--- src/rtl/ppt_measure_controller.sv ---
// Sequences one pulse-generate / pulse-count measurement: shadows the configuration,
// clears the counter, gates generator and counter for the window, drains, then latches.
module ppt_measure_controller #(
  parameter int unsigned SETTLE_CYCLES = 2
) (
  input  logic        clk,
  input  logic        rst_n,
  input  logic        start,
  input  logic        abort,
  input  logic [15:0] cfg_period,
  input  logic [15:0] cfg_width,
  input  logic [15:0] cfg_window,
  input  logic [15:0] count_in,
  output logic [15:0] gen_period,
  output logic [15:0] gen_width,
  output logic        gen_run,
  output logic        cnt_run,
  output logic        cnt_clear,
  output logic [15:0] result,
  output logic        result_valid,
  output logic        done,
  output logic        busy,
  output logic        cfg_err,
  output logic        ovf
);

  // Handshake: start is a level request sampled only in IDLE; abort wins over start
  // and cancels any active measurement; done is a single-cycle completion pulse.
  typedef enum logic [1:0] {IDLE, ARM, RUN, SETTLE} state_t;

  localparam logic [3:0] SETTLE_INIT = 4'(SETTLE_CYCLES);

  state_t      state_q, state_d;
  logic [15:0] period_q, width_q, window_q;
  logic [15:0] win_cnt_q;
  logic [3:0]  settle_cnt_q;
  logic        cfg_legal, req, accept, reject, win_last, settle_last, finish;

  assign cfg_legal   = (cfg_period != 16'd0) && (cfg_width != 16'd0) &&
                       (cfg_width < cfg_period) && (cfg_window != 16'd0);
  assign req         = (state_q == IDLE) && start && !abort;
  assign accept      = req && cfg_legal;
  assign reject      = req && !cfg_legal;
  assign win_last    = (win_cnt_q == 16'd1);
  assign settle_last = (settle_cnt_q == 4'd1);
  assign finish      = (state_q == SETTLE) && !abort && settle_last;

  always_ff @(posedge clk or negedge rst_n) begin
    if (!rst_n) state_q <= IDLE;
    else        state_q <= state_d;
  end

  always_comb begin
    state_d = state_q;
    unique case (state_q)
      IDLE:    if (accept) state_d = ARM;
      ARM:     state_d = abort ? IDLE : RUN;
      RUN:     if (abort) state_d = IDLE;
               else if (win_last) state_d = SETTLE;
      SETTLE:  if (abort || settle_last) state_d = IDLE;
      default: state_d = IDLE;
    endcase
  end

  // Moore decode only: none of these see an input combinationally.
  assign busy      = (state_q != IDLE);
  assign cnt_clear = (state_q == ARM);
  assign gen_run   = (state_q == RUN);
  assign cnt_run   = (state_q == RUN) || (state_q == SETTLE);

  assign gen_period = period_q;
  assign gen_width  = width_q;

  always_ff @(posedge clk or negedge rst_n) begin
    if (!rst_n) begin
      period_q     <= 16'd0;
      width_q      <= 16'd0;
      window_q     <= 16'd0;
      win_cnt_q    <= 16'd0;
      settle_cnt_q <= 4'd0;
      result       <= 16'd0;
      result_valid <= 1'b0;
      done         <= 1'b0;
      cfg_err      <= 1'b0;
      ovf          <= 1'b0;
    end else begin
      done <= finish;
      if (accept) begin
        period_q     <= cfg_period;
        width_q      <= cfg_width;
        window_q     <= cfg_window;
        cfg_err      <= 1'b0;
        result_valid <= 1'b0;
        ovf          <= 1'b0;
      end else if (reject) begin
        cfg_err <= 1'b1;
      end
      // Window counter is loaded in ARM and stops at 1, so it never wraps.
      if (state_q == ARM)                  win_cnt_q <= window_q;
      else if (state_q == RUN && !win_last) win_cnt_q <= win_cnt_q - 16'd1;
      if (state_q == RUN)         settle_cnt_q <= SETTLE_INIT;
      else if (state_q == SETTLE) settle_cnt_q <= settle_cnt_q - 4'd1;
      if (finish) begin
        result       <= count_in;
        result_valid <= 1'b1;
        ovf          <= (count_in == 16'hFFFF);
      end
    end
  end

endmodule

--- config.mk ---
export PLATFORM = sky130hd
export DESIGN_NAME = ppt_measure_controller
export DESIGN_NICKNAME = d
export VERILOG_FILES = /design/src/rtl/ppt_measure_controller.sv
export SDC_FILE = /design/constraint.sdc
export NUM_CORES = 1
export LEC_CHECK = 0
export ABC_AREA = 1
export CAP_MARGIN = 20
export CORE_MARGIN = 10
export CORE_UTILIZATION = 49
export CTS_CLUSTER_SIZE = 14
export DETAILED_ROUTE_END_ITERATION = 8
export GPL_TIMING_DRIVEN = 1
export HOLD_SLACK_MARGIN = 0.12
export PLACE_DENSITY = 0.8
export RECOVER_POWER = 100
export SLEW_MARGIN = 10
export SYNTH_ARGS = -nofsm -noshare
export SYNTH_HDL_FRONTEND = slang
export SYNTH_SLANG_ARGS = --single-unit
--- constraint.sdc ---
create_clock -name clk -period 2.12 [get_ports clk]
set_input_delay 0.318 -clock clk [delete_from_list [all_inputs] [get_ports clk]]
set_output_delay 0.318 -clock clk [all_outputs]
set_load 0.02 [all_outputs]
== Word-level counts from Yosys, hierarchy flattened ==
Index checks and enable logic that the tools add are counted.

* Add/subtract/negate cells: 2
* Order comparisons: 1
* Equal/unequal tests: 9
* Multiplexer cells: 15
* Reductions and logical operators: 25

{| class="wikitable"
|+ Operators with widths
! cell !! count
|-
| nonzero test 16 bit || 3
|-
| two-way mux 16 bit || 2
|-
| == test 16 x 1 -> 1 bit (second input constant) || 1
|-
| == test 16 bit (second input constant) || 1
|-
| less-than comparator 16 bit || 1
|-
| subtractor 16 x 1 -> 16 bit (second input constant) || 1
|-
| logical AND 1 bit || 10
|-
| two-way mux 2 bit || 5
|-
| nonzero test 2 bit || 5
|-
| two-way mux 4 bit || 2
|-
| case mux 2 bit (4 select lines) || 1
|-
| two-way mux 1 bit || 5
|-
| == test 2 bit (second input constant) || 2
|-
| == test 4 x 1 -> 1 bit (second input constant) || 1
|-
| subtractor 4 x 1 -> 4 bit (second input constant) || 1
|-
| zero test 1 bit || 3
|-
| inequality test 3 x 2 -> 1 bit (second input constant) || 1
|-
| AND reduction 3 bit || 1
|-
| == test 2 x 1 -> 1 bit (second input constant) || 1
|-
| zero test 2 bit || 1
|-
| logical OR 1 bit || 2
|-
| inequality test 2 x 1 -> 1 bit (second input constant) || 1
|-
| inequality test 2 bit (second input constant) || 1
|}

* Register bits: 90
* Bits of input ports: 68
* Output and inout bits: 56
* Logic and storage cells: 63

== Depth between registers and ports, before layout ==
* Depth in word-level cells: 8
* Mapped depth: 16
* Gate-level depth less buffers: 15

== Worst setup path before layout ==
No wires, ideal clock.

* Path kind: in2reg
* From: input cfg_period[11]
* To: register period_q[0], in the netlist gen_period[0]
* Setup time: 0.116 ns
* Arrival time: 1.568 ns
* Required time: 2.004 ns
* Setup slack: 0.435 ns
* Cell stages on the path: 11
* Path buffers: 1
* Path through: inv_1 ha_1 inv_1 o31a_1 nand2_1 nand2_1 nand2_2 clkinv_2 buf_6 nand2_1 nand2_1

* Longest elaborated chain between the ends: 5
* Elaborated cells on any way between the ends: 6
* Those cells by class: 1 x order compare; 5 x reduce/logical

{| class="wikitable"
|+ RTL lines
! element !! RTL line !! source
|-
| start: declaration || 10 || <nowiki>input logic [15:0] cfg_period,</nowiki>
|-
| branches (longest 2 deep; another with less-than comparator 16 bit) || n/a ||
|-
| logical AND 1 bit * || 39 || <nowiki>assign cfg_legal = (cfg_period != 16'd0) && (cfg_width != 16'd0) &&</nowiki>
|-
| logical AND 1 bit * || 40 || <nowiki>(cfg_width < cfg_period) && (cfg_window != 16'd0);</nowiki>
|-
| logical AND 1 bit * || 42 || <nowiki>assign accept = req && cfg_legal;</nowiki>
|-
| end signal: assignment || 89 || <nowiki>period_q <= cfg_period;</nowiki>
|-
| end: declaration || 34 || <nowiki>logic [15:0] period_q, width_q, window_q;</nowiki>
|}

Mark *: on every way between the ends.
A chain may end at the register's enable or synchronous reset.

== Worst setup path after layout ==
* From: input cfg_period[15]
* To: register state_q[1]

* Longest elaborated chain between the ends: 7
* Elaborated cells on any way between the ends: 8
* Those cells by class: 1 x order compare; 1 x eq/ne; 6 x reduce/logical

{| class="wikitable"
|+ RTL lines
! element !! RTL line !! source
|-
| branches (longest 2 deep; another with less-than comparator 16 bit) || n/a ||
|-
| logical AND 1 bit * || 39 ||
|-
| logical AND 1 bit * || 40 ||
|-
| logical AND 1 bit * || 42 ||
|-
| inequality test 2 bit (no source line) * || n/a ||
|-
| AND reduction 3 bit (no source line) * || n/a ||
|-
| end signal: assignment || 50 || <nowiki>else state_q <= state_d;</nowiki>
|-
| end: declaration || 33 || <nowiki>state_t state_q, state_d;</nowiki>
|}

Marked as above.

==> summary.md <==
| Metric | Value |
|---|---|
| Die area | `around 13000 um^2` |
| Placed cells | `~800` |
| Final Slew Violations | `0` |
| Syn_area_per_cell | `around 8 um^2` |
| 1st-iter DRT viols | `about 220` |
| Htree depth | `3` |
| Crit path kind | `input pin to flip-flop` |
| Cells after synthesis | `between 500 and 600` |
| Cell taking the most area after synthesis | `dfrtp_1` |
| Worst skew pair latency | `0.36 ns` |
| Synth Cell Area | `roughly 4500 um^2` |
| Crit path DAT | `~2.4 ns` |
| Lkg Pwr | `roughly 0.0033 uW` |
| Commonest non-fill, non-tap cells in the layout | `nand2_1, dfrtp_1, inv_1, clkdlybuf4s50_1, dlygate4sd3_1` |
| R2R depth | `11` |
| First-pass GRT wire length | `21200 um` |
| Sequential share of the synthesized area | `around half` |
| GRT overflow | `0` |
| Post-synth EDFFs | `0` |
| Commonest non-fill, non-tap cell in the layout | `nand2_1` |
| Post-Syn Nets | `640` |
| Setup total negative slack | `0 ns` |
| Routed Wire Length | `around 13000 um` |
| Chip height | `~120 um` |
| Worst hold stages | `2` |
| Max-capacitance violation count | `0` |
| Num CTS Buffers | `9` |
| Hold path startpoint | `result[7]$_DFFE_PN0P_` |
| #FFs+latches synth | `90` |
| Antenna diodes | `0` |
| Clock sink total | `90` |
| Clk slew on worst S/H paths | `approximately 0.09 ns` |
| Min cycle time layout | `2.05 ns` |
| Worst hold path class | `flip-flop to flip-flop` |
| PwrDens | `roughly 1200 nW/um^2` |
| Initial core utilization | `between 50% and 60%` |
| Worst Hold End | `result[7]$_DFFE_PN0P_` |
| Layout area overhead | `40.6%` |
| Rel. slew slack | `between 40% and 50%` |
| Fraction of layout cells with a size suffix above 1 | `around 9.8%` |
| Worst slew pin tran | `just under 0.9 ns` |
| Period utilization | `a little over nine tenths` |
| Initial DRT Pass Iterations | `5` |
| Critical Path Fanout Max | `10` |
| CORE AREA | `roughly 8800 um^2` |
| Synth unique cells | `33` |
| CTS tree | `done` |
| Row count | `34` |
| Status | `complete, no violations` |
| Final worst slack | `approximately 0.07 ns` |
| Die Wd | `116 um` |
| Flop-to-flop setup slack | `roughly 0.17 ns` |
| Number of setup violations in the final report | `0` |
| Most used DFF post-synth | `dfrtp_1` |
| Async set or reset register ratio after synthesis | `100%` |
| RD Place Congestion | `about 0.91` |
| Final nets | `around 800` |
| Total GRT Usage | `around a fifth` |
| Fin cells | `822` |
| DRC | `0` |
| Dpl ws | `-0.255 ns` |
| Vias/cell | `approximately 5.2` |
| WL/cell | `16.1 um` |
| Vias in the first global route | `about 4400` |
| Worst R2R Start | `win_cnt_q[0]$_DFFE_PN0P_` |
| CP Launch Type | `input pin` |
| Top Ports | `about 120` |
| Final Skew | `about 0.0073 ns` |
| Final hold violation count | `0` |
| DPL Wire Length | `~10000 um` |
| Fmax | `between 0.4 and 0.5 GHz` |
| # port buffers | `about 120` |
| Final ANT Viol Nets | `0` |
| Top cells by area, synth | `dfrtp_1, nand2_1, inv_1` |
| CTS Root Cell | `clkbuf_8` |
| Peak VDD IR | `roughly 0.0006 V` |
| Warnings from Yosys | `0` |
| WP data required | `~2.4 ns` |
| CTS Buffer Depth | `2` |
| CP endpoint kind | `flip-flop` |
| Top-area cell type share of the netlist area | `49.8%` |
| Reg-to-reg endpoint | `win_cnt_q[14]$_DFFE_PN0P_` |
| Pin count of the biggest net entering global routing | `58` |
| Initial antenna violation count | `0` |
| Via Count | `4254` |
## metrics by stage
step                      power (uW)  util, %  hold WS, ns  instance area, um^2
final                           7420     71.8        0.476                 6360
after floorplan                 4630        -       0.0224                 4520
after global routing            7930     71.8        0.507                 6360
after detailed placement        6130     68.9        0.309                 6100
after CTS                       7600     71.9        0.455                 6360
after global placement          6010     68.9        0.305                 6100
## registers in the layout, summed over array words and instances (netlist names)
name          count
cfg_err           1
result_valid      1
gen_period       16
window_q         16
ovf               1
done              1
settle_cnt_q      4
result           16
state_q           2
gen_width        16
win_cnt_q        16
## logic make-up (layout without fill, tap and decap cells)
family,after synthesis,after routing,synth area share [%]
compound gates,85,85,9.91
xor+xnor,10,10,1.94
fa+ha+maj,19,19,5.26
buf+inv,91,252,8.47
flops,90,90,49.8
mux,1,1,0.221
simple gates,257,257,24.4
## final cells by class
cell class                 count  area (um^2)
multi-input combinational    372         1910
fill                         683         2490
timing repair buffer         163         1540
sequential                    90         2250
inverter                      73          277
clock buffer                  10          138
clock inverter                 6          111
tap                          108          135
## worst max-delay path: stages
cell and delay (ns):
clkdlybuf4s50_1 0.51, inv_1 0.08, ha_1 0.31, a21oi_1 0.15
o211a_1 0.16, nand2_1 0.06, nor2_1 0.21, nand2_4 0.14
buf_12 0.16, nand2_1 0.07, nand3_1 0.08, nand2_1 0.10
## where the power goes
| part | switching [uW] | internal (uW) |
|---|---|---|
| clock network | 622 | 817 |
| registers | 468 | 2380 |
| logic | 1830 | 1300 |
## synth_stat cells (all sizes together), types with 3 or more instances
master	number
o211ai	4
nor4	10
nor3	5
nand2	167
dfrtp	90
o21ai	66
buf	15
nand4	10
inv	72
xor2	10
ha	19
clkbuf	3
nor2	38
a21oi	11
nand3	22
## timing repair
action	in CTS	in global routing
gates cloned	0	1
setup buffers	0	0
endpoints found under the hold margin	31	0
gates resized for setup	2	7
hold buffers	1	0
endpoints found under the setup margin	2	28
pin swaps	0	1
## routing by layer
metal / track usage [%] / wire length, um
met5: 0 / 0
met4: 8.67 / 325
met3: 5.27 / 827
met2: 32.7 / 6550
met1: 24.0 / 5550
## worst max path at each step
stage                           startpoint  cells after the start  slack, ns                   endpoint
CTS                 state_q[0]$_DFFE_PN0P_                      4       0.05                  cnt_clear
global placement            cfg_period[15]                     11      -0.18   window_q[12]$_DFFE_PN0P_
global route                cfg_period[15]                     12      -0.04     state_q[1]$_DFFE_PN0P_
finish                      cfg_period[15]                     12       0.07     state_q[1]$_DFFE_PN0P_
detailed placement           cfg_period[3]                     16      -0.25  gen_width[10]$_DFFE_PN0P_
floorplan                   cfg_period[11]                     11       0.44  gen_period[0]$_DFFE_PN0P_
Note: power is estimated with default switching activity, not from simulation.
